### src/rtl/ser_collect.sv
// ============================================================================
// Module   : ser_collect
// Purpose  : Receive-side companion to the serial adder. Shifts in the
//            LSB-first serial sum stream and reassembles it into a parallel
//            WIDTH-bit word with a valid flag.
//
// Ports    : clk      - system clock, rising edge
//            reset    - asynchronous active-high reset
//            mode     - 1 = load/start (same cycle the adder loads), 0 = shift
//            sum_in   - serial sum bit from the adder, LSB first
//            result   - assembled word
//            valid    - result complete and stable
//            busy     - collection in progress
//            bit_cnt  - number of bits captured so far
//            op_a/op_b, mismatch - only with SER_COLLECT_CHECK_EN
//
// Option   : `define SER_COLLECT_CHECK_EN to add the op_a/op_b inputs and a
//            mismatch flag comparing the assembled word to op_a + op_b.
//
// Revision : 1.0 - initial release
// ============================================================================
`default_nettype none

module ser_collect #(
  parameter int WIDTH = 16,
  // Derived from WIDTH; not meant to be overridden.
  parameter int CNT_W = $clog2(WIDTH + 1)
) (
  input  logic             clk,
  input  logic             reset,
  input  logic             mode,
  input  logic             sum_in,
`ifdef SER_COLLECT_CHECK_EN
  input  logic [WIDTH-1:0] op_a,
  input  logic [WIDTH-1:0] op_b,
  output logic             mismatch,
`endif
  output logic [WIDTH-1:0] result,
  output logic             valid,
  output logic             busy,
  output logic [CNT_W-1:0] bit_cnt
);

  typedef enum logic [1:0] {
    IDLE  = 2'd0,
    SHIFT = 2'd1,
    DONE  = 2'd2
  } state_t;

  // Count value held while the final (WIDTH-th) bit is being captured.
  localparam logic [CNT_W-1:0] LAST_CNT = CNT_W'(WIDTH - 1);

  state_t           state;
  state_t           state_nxt;
  logic [WIDTH-1:0] result_nxt;
  logic [CNT_W-1:0] cnt_nxt;

  // --------------------------------------------------------------------------
  // State register
  // --------------------------------------------------------------------------
  always_ff @(posedge clk or posedge reset) begin
    if (reset) begin
      state   <= IDLE;
      result  <= '0;
      bit_cnt <= '0;
    end else begin
      state   <= state_nxt;
      result  <= result_nxt;
      bit_cnt <= cnt_nxt;
    end
  end

  // --------------------------------------------------------------------------
  // Next-state logic
  // A load (mode=1) wins from every state and discards any partial word;
  // sum_in is deliberately ignored on that edge because the adder is only
  // loading its operands then.
  // --------------------------------------------------------------------------
  always_comb begin
    state_nxt  = state;
    result_nxt = result;
    cnt_nxt    = bit_cnt;

    if (mode) begin
      state_nxt  = SHIFT;
      result_nxt = '0;
      cnt_nxt    = '0;
    end else begin
      case (state)
        SHIFT: begin
          // New bit enters the MSB; after WIDTH shifts the first bit
          // received has walked down to result[0].
          result_nxt = {sum_in, result[WIDTH-1:1]};
          cnt_nxt    = bit_cnt + CNT_W'(1);
          if (bit_cnt == LAST_CNT) begin
            state_nxt = DONE;
          end
        end
        IDLE,
        DONE: begin
          // Hold: extra shift edges (e.g. a carry-out cycle) are dropped,
          // so the sum wraps modulo 2^WIDTH.
        end
        default: begin
          state_nxt = IDLE;
        end
      endcase
    end
  end

  assign valid = (state == DONE);
  assign busy  = (state == SHIFT);

`ifdef SER_COLLECT_CHECK_EN
  // --------------------------------------------------------------------------
  // Self-check: the expected sum is captured on the load edge so later
  // changes on op_a/op_b do not disturb the comparison.
  // --------------------------------------------------------------------------
  logic [WIDTH-1:0] expected;
  logic             capture_done;

  assign capture_done = !mode && (state == SHIFT) && (bit_cnt == LAST_CNT);

  always_ff @(posedge clk or posedge reset) begin
    if (reset) begin
      expected <= '0;
      mismatch <= 1'b0;
    end else if (mode) begin
      expected <= op_a + op_b;
      mismatch <= 1'b0;
    end else if (capture_done) begin
      mismatch <= (result_nxt != expected);
    end
  end
`endif

endmodule

`default_nettype wire
### config.mk
export PLATFORM = sky130hd
export DESIGN_NAME = ser_collect
export DESIGN_NICKNAME = d
export VERILOG_FILES = /design/src/rtl/ser_collect.sv
export SDC_FILE = /design/constraint.sdc
export NUM_CORES = 1
export LEC_CHECK = 0
export ABC_AREA = 1
export ABC_CLOCK_PERIOD_IN_PS = 2950
export CAP_MARGIN = 10
export CORE_MARGIN = 2
export CORE_UTILIZATION = 50
export CTS_CLUSTER_DIAMETER = 30
export CTS_CLUSTER_SIZE = 24
export DETAILED_ROUTE_END_ITERATION = 12
export PLACE_DENSITY = 0.79
export SLEW_MARGIN = 10
export SYNTH_ARGS = -nofsm -noshare
export SYNTH_HDL_FRONTEND = slang
export SYNTH_SLANG_ARGS = --single-unit
### constraint.sdc
create_clock -name clk -period 2.95 [get_ports clk]
set_input_delay 0.59 -clock clk [delete_from_list [all_inputs] [get_ports clk]]
set_output_delay 0.59 -clock clk [all_outputs]
set_load 0.03 [all_outputs]
==> PnR_summary.wiki, run 1 <==
{| class="wikitable"
! Metric !! Value
|-
| Status || finished clean
|-
| Aggregate global-route resource usage || 17.81%
|-
| Net load switching power || 131.9 uW
|-
| Cells on worst reg2reg path || 4
|-
| Worst relative slew slack || 44.29%
|-
| Count of antenna-violating nets left after detailed routing || 0
|-
| Net count of the mapped netlist || 97
|-
| Standard cell core area || 1942 um^2
|-
| Worst reg-to-reg setup slack || 1.64 ns
|-
| Critical path depth in cells || 2
|-
| Register Area || 575.6 um^2
|-
| Number of slew-limit violations in the final report || 0
|-
| Global placement routability congestion || 0.7011
|-
| Mean instance size in the synthesized netlist || 11.14 um^2
|-
| Total congestion overflow after global routing || 0
|-
| Top-level port count || 27
|-
| RSZ-0062 raised after global routing || false
|-
| Average detailed-routed wire length per instance || 13.17 um
|-
| FF-to-FF End || bit_cnt[4]$_DFFE_PP0P_
|-
| Cell with the most instances after synthesis || sky130_fd_sc_hd__dfrtp_1
|-
| Kind of start point of the critical path || flop
|-
| Worst setup endpoint || busy
|-
| Cell types with the highest counts after synthesis || sky130_fd_sc_hd__dfrtp_1, sky130_fd_sc_hd__inv_1, sky130_fd_sc_hd__o22ai_2
|-
| Sequential element share of the synthesized area || 56.79%
|-
| Global-route wire length before repair || 3346 um
|-
| Number of max-cap violations || 0
|-
| Fraction of final layout cells sized beyond drive strength 1 || 17.65%
|-
| Final design instance area without fill || 1313 um^2
|-
| H-tree Lvls || 1
|-
| Total via count after detailed routing || 716
|-
| Synthesized instance count || 91
|-
| Net count, final || 126
|-
| Fraction of registers with async set or reset after synthesis || 100.0%
|-
| Initial core utilization || 52.19%
|-
| Cell taking the most area after synthesis || sky130_fd_sc_hd__dfrtp_1
|-
| Register bit count reported by yosys || 23
|-
| Antenna violations before repair || 0
|-
| Maximum number of buffers from clock root to sink || 2
|-
| Die width || 49.02 um
|-
| Growth of design area from synthesis to finish || 29.51%
|-
| Setup TNS Final || 0 ns
|-
| Cell types occupying the most area after synthesis || sky130_fd_sc_hd__dfrtp_1, sky130_fd_sc_hd__o22ai_2, sky130_fd_sc_hd__inv_1
|-
| Peak fanout along the critical path || 8
|-
| Startpoint of the lowest-slack register-to-register path || bit_cnt[1]$_DFFE_PP0P_
|-
| Die Ht || 49.02 um
|-
| Standard-cell row count || 16
|-
| Number of post-CTS setup repair buffers || 0
|-
| Area of placed instances || 1285 um^2
|-
| Synthesized area || 1013 um^2
|-
| Clk Tree Root Cell || sky130_fd_sc_hd__clkbuf_4
|-
| Final Routed Wirelength || 1923 um
|-
| Number of synthesis warnings || 0
|-
| Most frequently used flop master after synthesis || sky130_fd_sc_hd__dfrtp_1
|-
| CTS clock-pin slew for the worst setup and hold paths || 0.13 ns
|-
| Die Outline Area || 2403 um^2
|-
| Pin count of the biggest net entering global routing || 24
|-
| Number of buffer cells added on primary ports || 26
|-
| Post-detailed-route via-to-cell ratio || 4.904
|-
| Clock period minus worst slack || 2.300 ns
|-
| Number of global-route vias before repair || 729
|-
| Max stage delay on crit path || 0.71 ns
|-
| Switching fraction of total power || 25.19%
|-
| Fillers || 162
|-
| Number of distinct library cell variants in the gate-level netlist after synthesis || 17
|-
| Post-cts hold buffer count || 0
|-
| Diodes inserted || 0
|-
| Required time at the endpoint of the critical path || 2.36 ns
|-
| DP HPWL || 1389 um
|-
| Clock Sink Count || 23
|-
| Part of the power in combinational logic || 10.3%
|-
| Worst Max-Slew Pin Slew || 0.8347 ns
|-
| Category of cells accounting for the largest share of critical-path delay || buffers and inverters
|-
| Total iterations of the first detailed-routing run || 2
|-
| Resize count post-CTS || 0
|-
| Worst-path cell chain || nor2_4, clkdlybuf4s50_1
|-
| Reg power frac || 62.3%
|-
| Period utilization || 77.96%
|-
| Max Fclk || 434.8 MHz
|-
| Final Hold Violating Endpoints || 0
|-
| Buf/Inv on CP || 1
|-
| Worst setup path start || state[1]$_DFFE_PP0P_
|-
| Worst min-delay path class || reg -> reg
|-
| Clock Skews || 0.004960 ns
|-
| TritonCTS Buffers || 3
|-
| CP endpoint kind || output port
|-
| Internal power of the cells || 391.7 uW
|-
| Worst setup path class || reg -> out
|-
| Post-synth EDFFs || 0
|-
| Portion of total power attributed to the clock network || 27.4%
|-
| Clock latency on the worst-skew pair || 0.30 ns
|-
| Static Leakage || 0.0005587 uW
|-
| TritonCTS clock tree || built
|-
| Drt drc || 0
|-
| Area of combinational cells with multiple inputs || 332.8 um^2
|-
| Pwr/cell area || 399.0 nW/um^2
|-
| Drt first-iter violations || 7
|-
| Post-synth top area share || 56.79%
|-
| Arrival time worst endpoint || 1.71 ns
|-
| Total setup violations reported at the end of the flow || 0
|-
| Peak supply drop || 0.3098 mV
|-
| Cell with the largest stage delay on the worst path || sky130_fd_sc_hd__clkdlybuf4s50_1
|}
## power by group through the flow
stage          logic, uW  clock network [uW]  registers, uW
3_5_place_dp        55.1                   0            332
4_1_cts             55.1                 147            326
2_1_floorplan       23.6                   0            343
5_1_grt             58.8                 165            327
6_report            53.9                 144            326
3_3_place_gp        53.8                   0            332
## registers in the layout, indices dropped and copies added (netlist names)
signal   flops
bit_cnt      5
result      16
state        2
## logic make-up (layout without fill, tap and decap cells)
logic type	Yosys count	in the layout	synth area share, %
flip-flops	23	23	56.79
AND/OR/NAND/NOR	19	19	10.62
adder cells (fa/ha/maj)	2	2	2.469
buffers and inverters	24	52	10.37
XOR/XNOR	1	1	0.8644
AO/OA/AOI/OAI	22	22	18.89
## final cells by class
class	instances	area share, %
sequential	23	43.85
multi-input combinational	44	25.36
timing repair buffer	26	19.83
inverter	22	6.292
tap	27	2.574
clock buffer	3	1.716
clock inverter	1	0.3813
## metrics by stage
stage / total power, uW / cells / hold slack [ns] / worst slack [ns] / utilization (%)
floorplan: 366.3 / 91 / 0.5642 / 1.581 / -
global placement: 385.4 / 142 / 0.5018 / 1.027 / 66.17
detailed placement: 386.9 / 142 / 0.5177 / 0.9976 / 66.17
CTS: 528.6 / 146 / 0.5472 / 0.6344 / 67.59
global route: 551.3 / 146 / 0.5962 / 0.5602 / 67.59
finish: 523.7 / 146 / 0.5363 / 0.6501 / 67.59
## placed cells by master, fill, tap and decap left out, drive strengths merged
cell type and n:
dfrtp 23, clkinv 1, clkbuf 3, clkdlybuf4s50 26
inv 22, o22ai 15, nand2 8, nor2 3
ha 2, xnor2 1, nand3 7, and3 1
a21oi 2, o21ai 5
## worst min-delay path, cell delays in order (launching register included)
cell and delay (ns):
sky130_fd_sc_hd__dfrtp_1 0.36, sky130_fd_sc_hd__nand3_1 0.07, sky130_fd_sc_hd__o21ai_1 0.07
## worst min-delay path by stage
stage                     cells after the start  slack [ns]                  start                     to
after global routing                          2        0.60  result[0]$_DFFE_PP0P_  result[0]$_DFFE_PP0P_
after CTS                                     2        0.55  result[0]$_DFFE_PP0P_  result[0]$_DFFE_PP0P_
after detailed placement                      2        0.52  result[0]$_DFFE_PP0P_  result[0]$_DFFE_PP0P_
final                                         2        0.54  result[0]$_DFFE_PP0P_  result[0]$_DFFE_PP0P_
after floorplan                               3        0.56   state[0]$_DFFE_PP0P_   state[1]$_DFFE_PP0P_
after global placement                        2        0.50  result[0]$_DFFE_PP0P_  result[0]$_DFFE_PP0P_
## routing by layer
| layer | up-vias | track usage, % | share of wire (%) |
|---|---|---|---|
| li1 | 355 | - | - |
| met1 | 345 | 21.95 | 44 |
| met2 | 14 | 33.11 | 52 |
| met3 | 2 | 2.147 | 3.7 |
| met4 | 0 | 4.286 | 0.42 |
| met5 | - | 0 | 0 |
Power figures use the tool's default switching activity.
==> run 2: changes to the inputs <==
- ABC_CLOCK_PERIOD_IN_PS: 2950 -> 2100
- CORE_UTILIZATION: 50 -> 42
- PLACE_DENSITY: 0.79 -> 0.71
- clock period: 2.95 -> 2.1 ns (I/O delays scaled with it)
==> PnR_summary.wiki, run 2 (synthesis gave the netlist of run 1 again) <==
{| class="wikitable"
! Metric !! Value
|-
| Period utilization || 94.81%
|-
| Number of buffer cells added on primary ports || 26 (unchanged)
|-
| Number of flip-flops in the largest register || 16 (unchanged)
|-
| Status || finished clean
|-
| CP endpoint kind || output port
|-
| Clock Skews || 0.006679 ns (+0.001720 ns)
|-
| Count of antenna-violating nets left after detailed routing || 0 (unchanged)
|-
| Final Hold Violating Endpoints || 0 (unchanged)
|-
| Arrival time worst endpoint || 1.57 ns (-0.14 ns)
|-
| Global-route wire length before repair || 3132 um (-6.4%)
|-
| Required time at the endpoint of the critical path || 1.68 ns (-0.68 ns)
|-
| H-tree Lvls || 1 (unchanged)
|-
| Final design instance area without fill || 1328 um^2 (+1.1%)
|-
| Drt drc || 0 (unchanged)
|-
| CTS clock-pin slew for the worst setup and hold paths || 0.13 ns (about the same)
|-
| Drt first-iter violations || 10 (+3)
|-
| Die Outline Area || 2822 um^2 (+17%)
|-
| Max stage delay on crit path || 0.65 ns (-0.06 ns)
|-
| Post-cts hold buffer count || 0 (unchanged)
|-
| Clock latency on the worst-skew pair || 0.31 ns (about the same)
|-
| Net count, final || 128 (+1.6%)
|-
| Worst-path cell chain || inv_2, nand2_1, inv_1, clkdlybuf4s50_1
|-
| Final Non-Filler Cells || 149 (+2.1%)
|-
| Total via count after detailed routing || 741 (+3.5%)
|-
| DP HPWL || 1299 um (-6.5%)
|-
| Category of cells accounting for the largest share of critical-path delay || buffers and inverters
|-
| Clock period minus worst slack || 1.991 ns
|-
| Standard cell core area || 2255 um^2 (+16%)
|-
| Cell with the largest stage delay on the worst path || sky130_fd_sc_hd__clkdlybuf4s50_1
|-
| Resize count post-CTS || 0 (unchanged)
|-
| Global placement routability congestion || 0.7516 (+7.2%)
|-
| Final Routed Wirelength || 1847 um (-4.0%)
|-
| Worst setup path class || reg -> out
|-
| Pwr/cell area || 558.2 nW/um^2 (+40%)
|-
| Worst Max-Slew Pin Slew || 0.3389 ns (-0.4958 ns)
|-
| Top-level port count || 27 (unchanged)
|-
| RSZ-0062 raised after global routing || false
|-
| Fraction of final layout cells sized beyond drive strength 1 || 18.18% (+0.53 points)
|-
| Max Fclk || 502.2 MHz
|-
| Total congestion overflow after global routing || 0 (unchanged)
|-
| TritonCTS Buffers || 3 (unchanged)
|-
| Post-detailed-route via-to-cell ratio || 4.973 (+1.4%)
|-
| Antenna violations before repair || 0 (unchanged)
|-
| Smallest hold slack || 0.4273 ns (-0.1090 ns)
|-
| Setup slack after placement || 0.4452 ns (-0.5524 ns)
|-
| Diodes inserted || 0 (unchanged)
|-
| Number of instances in the placed design || 145 (+2.1%)
|-
| Standard-cell row count || 17 (+1)
|-
| Number of global-route vias before repair || 729 (unchanged)
|-
| Die Ht || 53.12 um (+8.4%)
|-
| Setup TNS Final || 0 ns (unchanged)
|-
| Largest registers || result: 16 flops, bit_cnt: 5 flops, state: 2 flops
|-
| Initial core utilization || 44.95% (-7.2 points)
|-
| Number of slew-limit violations in the final report || 0 (unchanged)
|-
| Total iterations of the first detailed-routing run || 3 (+1)
|-
| Area of placed instances || 1301 um^2 (+1.3%)
|-
| Kind of start point of the critical path || flop
|-
| Growth of design area from synthesis to finish || 30.99%
|-
| Most frequent cells in the layout || sky130_fd_sc_hd__clkdlybuf4s50_1, sky130_fd_sc_hd__dfrtp_1, sky130_fd_sc_hd__inv_1
|-
| Worst min-delay path class || in -> async
|-
| Clock Sink Count || 23 (unchanged)
|-
| Number of max-cap violations || 0 (unchanged)
|-
| Number of post-CTS setup repair buffers || 0 (unchanged)
|-
| Peak supply drop || 0.4154 mV (+34%)
|-
| Final worst-path setup slack || 0.1089 ns (-0.5412 ns)
|-
| Aggregate global-route resource usage || 15.17% (-2.6 points)
|-
| Maximum number of buffers from clock root to sink || 2 (unchanged)
|-
| Most common cell after layout, fill and taps aside || sky130_fd_sc_hd__clkdlybuf4s50_1
|-
| TritonCTS clock tree || built
|-
| Total setup violations reported at the end of the flow || 0 (unchanged)
|-
| Static Leakage || 0.0005649 uW (+1.1%)
|-
| Average detailed-routed wire length per instance || 12.40 um (-5.9%)
|-
| Buf/Inv on CP || 3 (+2)
|-
| Die width || 53.12 um (+8.4%)
|-
| Clk Tree Root Cell || sky130_fd_sc_hd__clkbuf_4
|-
| Pin count of the biggest net entering global routing || 24 (unchanged)
|-
| Peak fanout along the critical path || 2 (-6)
|-
| Most flops, register || result
|-
| Worst relative slew slack || 77.33% (+33 points)
|}
==> run 2: final cells by class <==
type / instances / area (um^2)
sequential: 23 / 575.6
inverter: 22 / 82.58
timing repair buffer: 28 / 275.3
multi-input combinational: 44 / 332.8
tap: 28 / 35.03
clock buffer: 4 / 26.28
fill: 214 / 927.1
==> run 2: worst min-delay path: cells and delay by family <==
kind,cells,cell delay [ns]
buffers and inverters,3,0.72
==> run 2: worst paths after layout <==
| path | cells past startpoint | startpoint | end | slack [ns] |
|---|---|---|---|---|
| hold / removal | 3 | reset | result[4]$_DFFE_PP0P_ | 0.43 |
| setup reg to reg | 4 | bit_cnt[1]$_DFFE_PP0P_ | bit_cnt[4]$_DFFE_PP0P_ | 0.80 |
| hold reg to reg | 2 | result[0]$_DFFE_PP0P_ | result[0]$_DFFE_PP0P_ | 0.55 |
| max in group asynchronous | 3 | reset | state[0]$_DFFE_PP0P_ | 1.44 |
| min in group clk | 2 | result[0]$_DFFE_PP0P_ | result[0]$_DFFE_PP0P_ | 0.55 |
| setup / recovery | 4 | state[0]$_DFFE_PP0P_ | valid | 0.11 |
==> run 2: report_power, final <==
| group | internal, uW | switching (uW) |
|---|---|---|
| sequential | 451 | 7.27 |
| clock | 74.0 | 132 |
| combinational | 29.9 | 47.2 |
| total | 555 | 186 |
==> run 2: routing by layer <==
layer,share of wire (%),track usage [%]
met5,0,0
met4,0.70,3.846
met3,3.5,2.542
met2,49,26.67
met1,47,19.27
==> run 2: metrics by stage <==
stage	util, %	total power, uW
6_report	58.88	741.0
5_1_grt	58.88	763.6
4_1_cts	58.88	743.4
3_5_place_dp	57.71	544.4
3_3_place_gp	57.71	543.0
2_1_floorplan	-	514.5
==> run 3: changes to the inputs <==
- CTS_CLUSTER_DIAMETER: 30 -> 200
- HOLD_SLACK_MARGIN: not set -> 0.15
==> results of run 3 <==
Final layout, timing and power as in run 2 (identical DEF).
